File: config.mk
export PLATFORM = sky130hd
export DESIGN_NAME = rcc_vdd_wr_ctrl
export DESIGN_NICKNAME = d
export VERILOG_FILES = /design/src/rtl/rcc_vdd_wr_pkg.sv /design/src/rtl/rcc_vdd_wr_ctrl_sync.sv /design/src/rtl/rcc_vdd_wr_ctrl.sv
export SDC_FILE = /design/constraint.sdc
export NUM_CORES = 1
export LEC_CHECK = 0
export ABC_AREA = 1
export CAP_MARGIN = 5
export CELL_PAD_IN_SITES_DETAIL_PLACEMENT = 1
export CELL_PAD_IN_SITES_GLOBAL_PLACEMENT = 1
export CORE_UTILIZATION = 39
export DETAILED_ROUTE_END_ITERATION = 16
export GPL_TIMING_DRIVEN = 0
export PLACE_DENSITY = 0.78
export SETUP_SLACK_MARGIN = 0.3
export SLEW_MARGIN = 20
export SYNTH_ARGS = -nofsm -noshare
export SYNTH_HDL_FRONTEND = slang
export SYNTH_SLANG_ARGS = --single-unit
File: constraint.sdc
create_clock -name clk -period 1.9 [get_ports clk]
set_clock_uncertainty 0.05 [all_clocks]
set_input_delay 0.38 -clock clk [delete_from_list [all_inputs] [get_ports clk]]
set_output_delay 0.38 -clock clk [all_outputs]
set_load 0.03 [all_outputs]
File: src/rtl/rcc_vdd_wr_pkg.sv
// Shared types for the VDD-domain RCC write sequencer.
// State encoding, target select codes and counter sizing.
package rcc_vdd_wr_pkg;

  typedef enum logic [1:0] {
    IDLE,
    SETUP,
    PULSE,
    RECOVER
  } state_e;

  localparam logic [1:0] SEL_C1_RMVF = 2'd0;
  localparam logic [1:0] SEL_C2_RMVF = 2'd1;
  localparam logic [1:0] SEL_LSION   = 2'd2;
  localparam logic [1:0] SEL_RSVD    = 2'd3;

  function automatic int cnt_width(
    input int s,
    input int h,
    input int t
  );
    int m;
    m = s;
    if (h > m) m = h;
    if (t > m) m = t;
    return $clog2(m + 1);
  endfunction

endpackage

File: src/rtl/rcc_vdd_wr_ctrl_sync.sv
// Single-bit multi-flop synchroniser, clears to 0 on reset.
// Ports: clk, rst_n, d (async input), q (synchronised output).
module rcc_sync_bit #(
  parameter int STAGES = 2
) (
  input  logic clk,
  input  logic rst_n,
  input  logic d,
  output logic q
);

  logic [STAGES-1:0] ff;

  always_ff @(posedge clk or negedge rst_n) begin
    if (!rst_n) begin
      ff <= '0;
    end else begin
      ff <= {ff[STAGES-2:0], d};
    end
  end

  assign q = ff[STAGES-1];

endmodule

File: src/rtl/rcc_vdd_wr_ctrl.sv
// Sequences level-held writes into the slow VDD-domain RCC bank.
// Ports: req_* bus request, done/err/busy status, wdata/*_wren to VDD, cur_* readback, sync_* resynced readback.
module rcc_vdd_wr_ctrl
  import rcc_vdd_wr_pkg::*;
#(
  parameter int SETUP_CYC   = 2,
  parameter int HOLD_CYC    = 4,
  parameter int TIMEOUT_CYC = 64,
  parameter int SYNC_STAGES = 2
) (
  input  logic       clk,
  input  logic       rst_n,
  input  logic       req_valid,
  output logic       req_ready,
  input  logic [1:0] req_sel,
  input  logic       req_wdata,
  output logic       done,
  output logic       err,
  output logic       busy,
  output logic       wdata,
  output logic       rcc_c1_rsr_rmvf_wren,
  output logic       rcc_c2_rsr_rmvf_wren,
  output logic       rcc_csr_lsion_wren,
  input  logic       cur_rcc_c1_rsr_rmvf,
  input  logic       cur_rcc_c2_rsr_rmvf,
  input  logic       cur_rcc_csr_lsion,
  output logic       sync_rmvf_c1,
  output logic       sync_rmvf_c2,
  output logic       sync_lsion
);

  localparam int CW =
    cnt_width(SETUP_CYC, HOLD_CYC, TIMEOUT_CYC);
  localparam logic [CW-1:0] SETUP_LAST = CW'(SETUP_CYC - 1);
  localparam logic [CW-1:0] HOLD_LAST  = CW'(HOLD_CYC - 1);
  localparam logic [CW-1:0] TO_LAST    = CW'(TIMEOUT_CYC - 1);
  localparam logic [CW-1:0] CNT_MAX    = '1;

  state_e          state;
  logic [CW-1:0]   cnt;
  logic [CW-1:0]   cnt_inc;
  logic [1:0]      sel_q;
  logic            rb;
  logic            match;

  rcc_sync_bit #(.STAGES(SYNC_STAGES)) u_sync_c1 (
    .clk  (clk),
    .rst_n(rst_n),
    .d    (cur_rcc_c1_rsr_rmvf),
    .q    (sync_rmvf_c1)
  );

  rcc_sync_bit #(.STAGES(SYNC_STAGES)) u_sync_c2 (
    .clk  (clk),
    .rst_n(rst_n),
    .d    (cur_rcc_c2_rsr_rmvf),
    .q    (sync_rmvf_c2)
  );

  rcc_sync_bit #(.STAGES(SYNC_STAGES)) u_sync_lsion (
    .clk  (clk),
    .rst_n(rst_n),
    .d    (cur_rcc_csr_lsion),
    .q    (sync_lsion)
  );

  // Counter never wraps; compares use >= so a stuck max is safe.
  assign cnt_inc = (cnt == CNT_MAX) ? cnt : cnt + CW'(1);

  always_comb begin
    rb = 1'b0;
    case (sel_q)
      SEL_C1_RMVF: rb = sync_rmvf_c1;
      SEL_C2_RMVF: rb = sync_rmvf_c2;
      SEL_LSION:   rb = sync_lsion;
      default:     rb = 1'b0;
    endcase
  end

  // wdata stays at the latched value until return to IDLE.
  assign match     = (rb == wdata);
  assign req_ready = (state == IDLE);
  assign busy      = (state != IDLE);

  always_ff @(posedge clk or negedge rst_n) begin
    if (!rst_n) begin
      state                <= IDLE;
      cnt                  <= '0;
      sel_q                <= '0;
      wdata                <= 1'b0;
      rcc_c1_rsr_rmvf_wren <= 1'b0;
      rcc_c2_rsr_rmvf_wren <= 1'b0;
      rcc_csr_lsion_wren   <= 1'b0;
      done                 <= 1'b0;
      err                  <= 1'b0;
    end else begin
      done <= 1'b0;
      err  <= 1'b0;
      unique case (state)
        IDLE: begin
          if (req_valid) begin
            sel_q <= req_sel;
            if (req_sel == SEL_RSVD) begin
              err <= 1'b1;
            end else begin
              wdata <= req_wdata;
              cnt   <= '0;
              state <= SETUP;
            end
          end
        end
        SETUP: begin
          if (cnt >= SETUP_LAST) begin
            cnt   <= '0;
            state <= PULSE;
            rcc_c1_rsr_rmvf_wren <= (sel_q == SEL_C1_RMVF);
            rcc_c2_rsr_rmvf_wren <= (sel_q == SEL_C2_RMVF);
            rcc_csr_lsion_wren   <= (sel_q == SEL_LSION);
          end else begin
            cnt <= cnt_inc;
          end
        end
        PULSE: begin
          if (cnt >= HOLD_LAST) begin
            cnt   <= '0;
            state <= RECOVER;
            rcc_c1_rsr_rmvf_wren <= 1'b0;
            rcc_c2_rsr_rmvf_wren <= 1'b0;
            rcc_csr_lsion_wren   <= 1'b0;
          end else begin
            cnt <= cnt_inc;
          end
        end
        RECOVER: begin
          if (match) begin
            done  <= 1'b1;
            wdata <= 1'b0;
            state <= IDLE;
          end else if (cnt >= TO_LAST) begin
            err   <= 1'b1;
            wdata <= 1'b0;
            state <= IDLE;
          end else begin
            cnt <= cnt_inc;
          end
        end
        default: state <= IDLE;
      endcase
    end
  end

endmodule

==> After elaboration in Yosys (flattened, before gate mapping) <==
Cells that the tools add are included.
{ "op_classes": {"n_shift": 0, "n_reduce_logical": 10, "n_mul": 0, "bitwise_logic": 0, "n_eq_ne": 15, "n_addsub": 1, "muxes": 35, "n_div": 0, "order_cmp": 3} }
{ "ops": {"columns": ["op", "count"], "rows": [
  ["$mux W7", 7],
  ["$pmux W7 S4", 1],
  ["$mux W1", 14],
  ["$mux W2", 6],
  ["$ne A2 B2 Y1 const B", 6],
  ["$pmux W1 S2", 5],
  ["$eq A2 B2 Y1 const B", 4],
  ["$pmux W2 S4", 1],
  ["$reduce_and A4 Y1", 2],
  ["$add A7 B1 Y7 const B", 1],
  ["$eq A7 B7 Y1 const B", 1],
  ["$ge A7 B1 Y1 const B", 1],
  ["$ge A7 B2 Y1 const B", 1],
  ["$ge A7 B6 Y1 const B", 1],
  ["$reduce_bool A2 Y1", 3],
  ["$reduce_and A5 Y1", 1],
  ["$eq A2 B1 Y1 const B", 2],
  ["$logic_not A2 Y1", 2],
  ["$ne A3 B3 Y1 const B", 1],
  ["$pmux W1 S3", 1],
  ["$reduce_and A3 Y1", 1],
  ["$reduce_and A2 Y1", 1],
  ["$eq A1 B1 Y1", 1]
]} }
{ "totals": {"inputBits": 9, "out_inout_bits": 11, "regBits": 23, "mem_bits_rw": 0, "latchBits": 0, "memories": 0, "romBits": 0} }

==> Longest topological paths before layout <==
{ "logic_depth": {"depth_word": 5, "ltp_mapped": 12, "ltp_nobuf": 12} }

==> Hierarchy <==
From an unflattened synthesis, not the netlist that was laid out.
{ "hier_totals": {"hier_cells": 163, "hier_area_um2": 1296.2} }
{ "by_module_without_submodules": {"columns": ["mod", "area_per_inst_um2", "cells_per_inst", "instances"], "rows": [
  ["rcc_vdd_wr_ctrl", 1146.1, 157, 1],
  ["rcc_sync_bit", 50.0, 2, 3]
]} }

==> Worst setup path before layout <==
No wires, ideal clock.
{ "synth_path": {"path_type": "reg-to-reg", "startpoint": "register state[0]", "endpoint": "register cnt[1]", "arrival_ns": 1.471, "synth_period_minus_slack_ns": 1.641, "setup_slack_ns": 0.259, "path_buffers": 0, "stages_incl_launch_ff": 8, "path_cell_list": "dfrtp_1 inv_1 ha_1 inv_1 nand2_1 nor2_1 nor2_1 a21oi_2"} }
{ "synth_via": {"elab_chain_cells": 3, "elab_cells_between_ends": 10} }
{ "synth_lines": {"columns": ["element", "line_no", "text"], "rows": [
  ["start: declaration", "rcc_vdd_wr_ctrl.sv:39", "state_e state;"],
  ["start signal: assignment", "rcc_vdd_wr_ctrl.sv:87", "state <= IDLE;"],
  ["start signal: assignment", "rcc_vdd_wr_ctrl.sv:108", "state <= SETUP;"],
  ["start signal: assignment", "rcc_vdd_wr_ctrl.sv:115", "state <= PULSE;"],
  ["$logic_not A2 Y1 *", null, null],
  ["net req_ready", "rcc_vdd_wr_ctrl.sv:14", "output logic req_ready,"],
  ["$ne A2 B2 Y1 (no source line)", null, null],
  ["$reduce_and A4 Y1 (no source line)", null, null],
  ["end signal: assignment", "rcc_vdd_wr_ctrl.sv:120", "cnt <= cnt_inc;"],
  ["end signal: assignment", "rcc_vdd_wr_ctrl.sv:131", "cnt <= cnt_inc;"],
  ["end signal: assignment", "rcc_vdd_wr_ctrl.sv:144", "cnt <= cnt_inc;"],
  ["end: declaration", "rcc_vdd_wr_ctrl.sv:40", "logic [CW-1:0] cnt;"]
]} }
Mark *: on every way through the listed nets, which the timed path passes. The rest lies on a longest branch.
A chain may end at the register's enable or synchronous reset.

==> Final worst setup path <==
{ "layout_path": {"startpoint": "register state[1]", "endpoint": "register cnt[1]"} }
{ "layout_via": {"elab_chain_cells": 3, "elab_cells_between_ends": 10} }
{ "layout_lines": {"columns": ["element", "line_no", "text"], "rows": [
  ["$eq A2 B2 Y1 or $logic_not A2 Y1 (tied branches)", "rcc_vdd_wr_ctrl.sv:99", "unique case (state)"],
  ["$ne A2 B2 Y1 (no source line)", null, null],
  ["$reduce_and A4 Y1 (no source line)", null, null]
]} }
Several ways; a longest one is shown, not always the timed one.

==> flow_metrics.py <==
metrics = {
    "cells_and_area": {
        "layout-drive-gt1-share": 0.415,
        "synthToLayoutAreaGrowth_pct": 48.9,
        "fillCellCount": 378,
        "final_common_cell": "nand2_1",
        "stdcell_area_mm2": 0.00200,
        "layout.cells.most_common_list": "29 x nand2_1, 23 x buf_4, 20 x dfrtp_1, 13 x inv_1, 13 x nor2_1",
        "instances_no_fill": 261,
        "fin_util": 0.635,
        "register_area_um2": 579,
        "multi_input_area_um2": 863,
        "nNetsFinal": 233,
        "antenna_cells": 0,
    },
    "detailed_routing": {
        "routedWlPerCell_um": 19.8,
        "drcViolationCount": 0,
        "avgViaCountPerCell": 5.40,
        "vias": 1409,
        "top_layer": "met4",
        "dr_wl_met2_um": 2850,
        "dr.pass1.iters": 4,
        "routed_wl_um": 5170,
        "drtIter0Drc": 54,
        "ant_nets": 0,
        "met3_length_um": 166,
        "wl_met1_um": 1990,
    },
    "placed_design": {
        "portBuffers": 19,
        "gp_congestion": 0.807,
        "placed_cells": 232,
        "place_ws_ns": -0.0141,
        "placed_area_mm2": 0.00159,
        "hpwl_um": 2620,
    },
    "min_path": {
        "holdPathStages": 0,
        "min_to": "u_sync_lsion.ff[1]$_DFF_PN0_",
        "hold_path_class": "reg2reg",
        "hp-start": "u_sync_lsion.ff[0]$_DFF_PN0_",
    },
    "cts": {
        "htree_levels": 1,
        "clk_path_buf_depth": 2,
        "clk_pin_slew_ns": 0.15,
        "clk_latency_ns": 0.32,
        "clock-root-buffer": "clkbuf_4",
        "cts_made_buffers": 3,
        "cts_tree": "yes",
        "cts.sinks": 23,
    },
    "timing": {
        "rsz0062_at_grt": "yes",
        "tightest_slew_ns": 0.560,
        "maxSlewViolCount": 0,
        "setup_tns_ns": 0,
        "fmax_ghz": 0.586,
        "post-route-min-period_ns": 1.71,
        "fin_crit_sh": 0.898,
        "fin_ws_ns": 0.194,
        "hold_violations": 0,
        "finalSetupViolations": 0,
        "max_slew_margin": 0.627,
    },
    "yosys": {
        "netlist_area_mm2": 0.00134,
        "ys_warn_count": 0,
        "seq_area_frac_synth": 0.428,
        "avgSynthCellArea_um2": 7.95,
        "ys_types": 25,
        "synthesis.nets": 184,
        "yosys_register_bits": 23,
        "synth_cells": 169,
    },
    "die": {
        "num_io_pins": 20,
        "rows": 20,
        "die_w_um": 60.7,
        "core-area_mm2": 0.00315,
        "dieHeight_um": 60.7,
        "initial_utilization": 0.426,
        "dieArea_mm2": 0.00368,
    },
    "outcome": {
        "outcome": "completed",
    },
    "global_route": {
        "grt_overflow": 0,
        "first_global_vias": 1304,
        "grt_start_max_net_pins": 24,
        "grt.total_usage": 0.228,
        "antenna_found_initial": 0,
        "grt_first_pass_wirelength_um": 6050,
    },
    "power_and_ir_drop": {
        "leakage_nw": 0.993,
        "powerDensity_mw_per_mm2": 1530,
        "peakVddDrop_mv": 1.07,
    },
    "setup_path": {
        "worstPathArrival_ns": 1.91,
        "start_kind": "register",
        "reg2reg_to": "cnt[1]$_DFFE_PN0P_",
        "regToRegSetupSlack_ns": 0.19,
        "r2r-start": "state[1]$_DFFE_PN0P_",
        "crit_path_max_fanout": 4,
        "required_ns": 2.11,
        "reg2reg_depth": 10,
        "critPathCaptureType": "register",
        "worstSetupPathType": "reg2reg",
    },
    "run": {
        "cap_violations": 0,
    },
}
critical path, cell delays in order, from the launching register on:
cell,delay [ns]
dfrtp_2,0.47
inv_2,0.10
ha_2,0.24
nand3_1,0.11
nand2_2,0.11
nand2_2,0.09
nand2_2,0.10
nand2_4,0.08
nor2_4,0.14
nor2_4,0.04
a21oi_2,0.11
sequential cells by signal, indices dropped and copies added, names as in the netlist:
name / count
cnt: 7
u_sync_c1.ff: 2
wdata: 1
done: 1
rcc_c1_rsr_rmvf_wren: 1
state: 2
rcc_csr_lsion_wren: 1
sel_q: 2
u_sync_c2.ff: 2
u_sync_lsion.ff: 2
err: 1
rcc_c2_rsr_rmvf_wren: 1
Yosys cell counts:
cell type / instances / area, um^2
nor2_4: 1 / 11.3
o21ai_2: 2 / 17.5
nor3_1: 1 / 5.00
xor2_1: 2 / 17.5
inv_2: 2 / 7.51
o21ai_0: 6 / 30.0
nand3_4: 2 / 35.0
nand4_1: 9 / 56.3
nor2_2: 3 / 18.8
o21a_1: 1 / 7.51
a21oi_2: 1 / 8.76
nand3_1: 12 / 60.1
nand2_1: 40 / 150
nor2_1: 18 / 67.6
inv_1: 21 / 78.8
a21oi_1: 5 / 25.0
a31oi_1: 1 / 6.26
dfrtp_1: 23 / 576
nand2_4: 1 / 11.3
and2_0: 1 / 6.26
inv_4: 1 / 6.26
nand3_2: 2 / 20.0
o21ai_1: 3 / 15.0
ha_1: 6 / 75.1
nand2_2: 5 / 31.3
worst max-delay path by stage:
stage	start	to	cells after the start
final	state[1]$_DFFE_PN0P_	cnt[1]$_DFFE_PN0P_	10
after global routing	sel_q[1]$_DFFE_PN0P_	cnt[1]$_DFFE_PN0P_	8
after CTS	state[1]$_DFFE_PN0P_	busy	4
after detailed placement	state[0]$_DFFE_PN0P_	busy	4
after global placement	state[0]$_DFFE_PN0P_	busy	4
after floorplan	cnt[0]$_DFFE_PN0P_	cnt[0]$_DFFE_PN0P_	10
cell type report:
type,instances,share of cell area
multi-input cells,122,0.432
repair buffers,44,0.183
flip-flops and latches,23,0.290
inverters,24,0.0532
well taps,44,0.0275
clock inverters,1,0.00375
clock buffers,3,0.0113
cells by family after synthesis:
kind of cell    Yosys count  share of synthesized area
flops                    23                      0.428
fa+ha+maj                 6                     0.0559
simple gates             95                      0.352
compound gates           19                     0.0819
buf+inv                  24                     0.0689
xor+xnor                  2                     0.0130
metal layers:
| metal | track usage | vias to the layer above |
|---|---|---|
| li1 | - | 644 |
| met1 | 0.278 | 711 |
| met2 | 0.422 | 42 |
| met3 | 0.0277 | 12 |
| met4 | 0.0617 | 0 |
| met5 | 0 | - |
through the flow:
| stage | hold slack [ns] | power [mW] |
|---|---|---|
| global placement | 0.282 | 1.94 |
| global route | 0.333 | 3.21 |
| floorplan | 0.0344 | 1.59 |
| detailed placement | 0.287 | 1.98 |
| CTS | 0.318 | 2.42 |
| finish | 0.327 | 3.06 |
power by group:
group	internal [mW]	total [mW]	leakage (nW)	switching (mW)
combinational	0.788	2.07	0.691	1.28
clock	0.0803	0.251	0.0139	0.170
sequential	0.611	0.734	0.288	0.123
total	1.48	3.06	0.993	1.58
what timing repair did:
| action | CTS | global route |
|---|---|---|
| setup endpoints to repair | 25 | 16 |
| resized for setup | 40 | 47 |
| pin swaps | 4 | 18 |
| hold buffers | 0 | 1 |
| hold endpoints to repair | 0 | 23 |
| setup buffers | 10 | 14 |
Note: power is estimated with default switching activity, not from simulation.
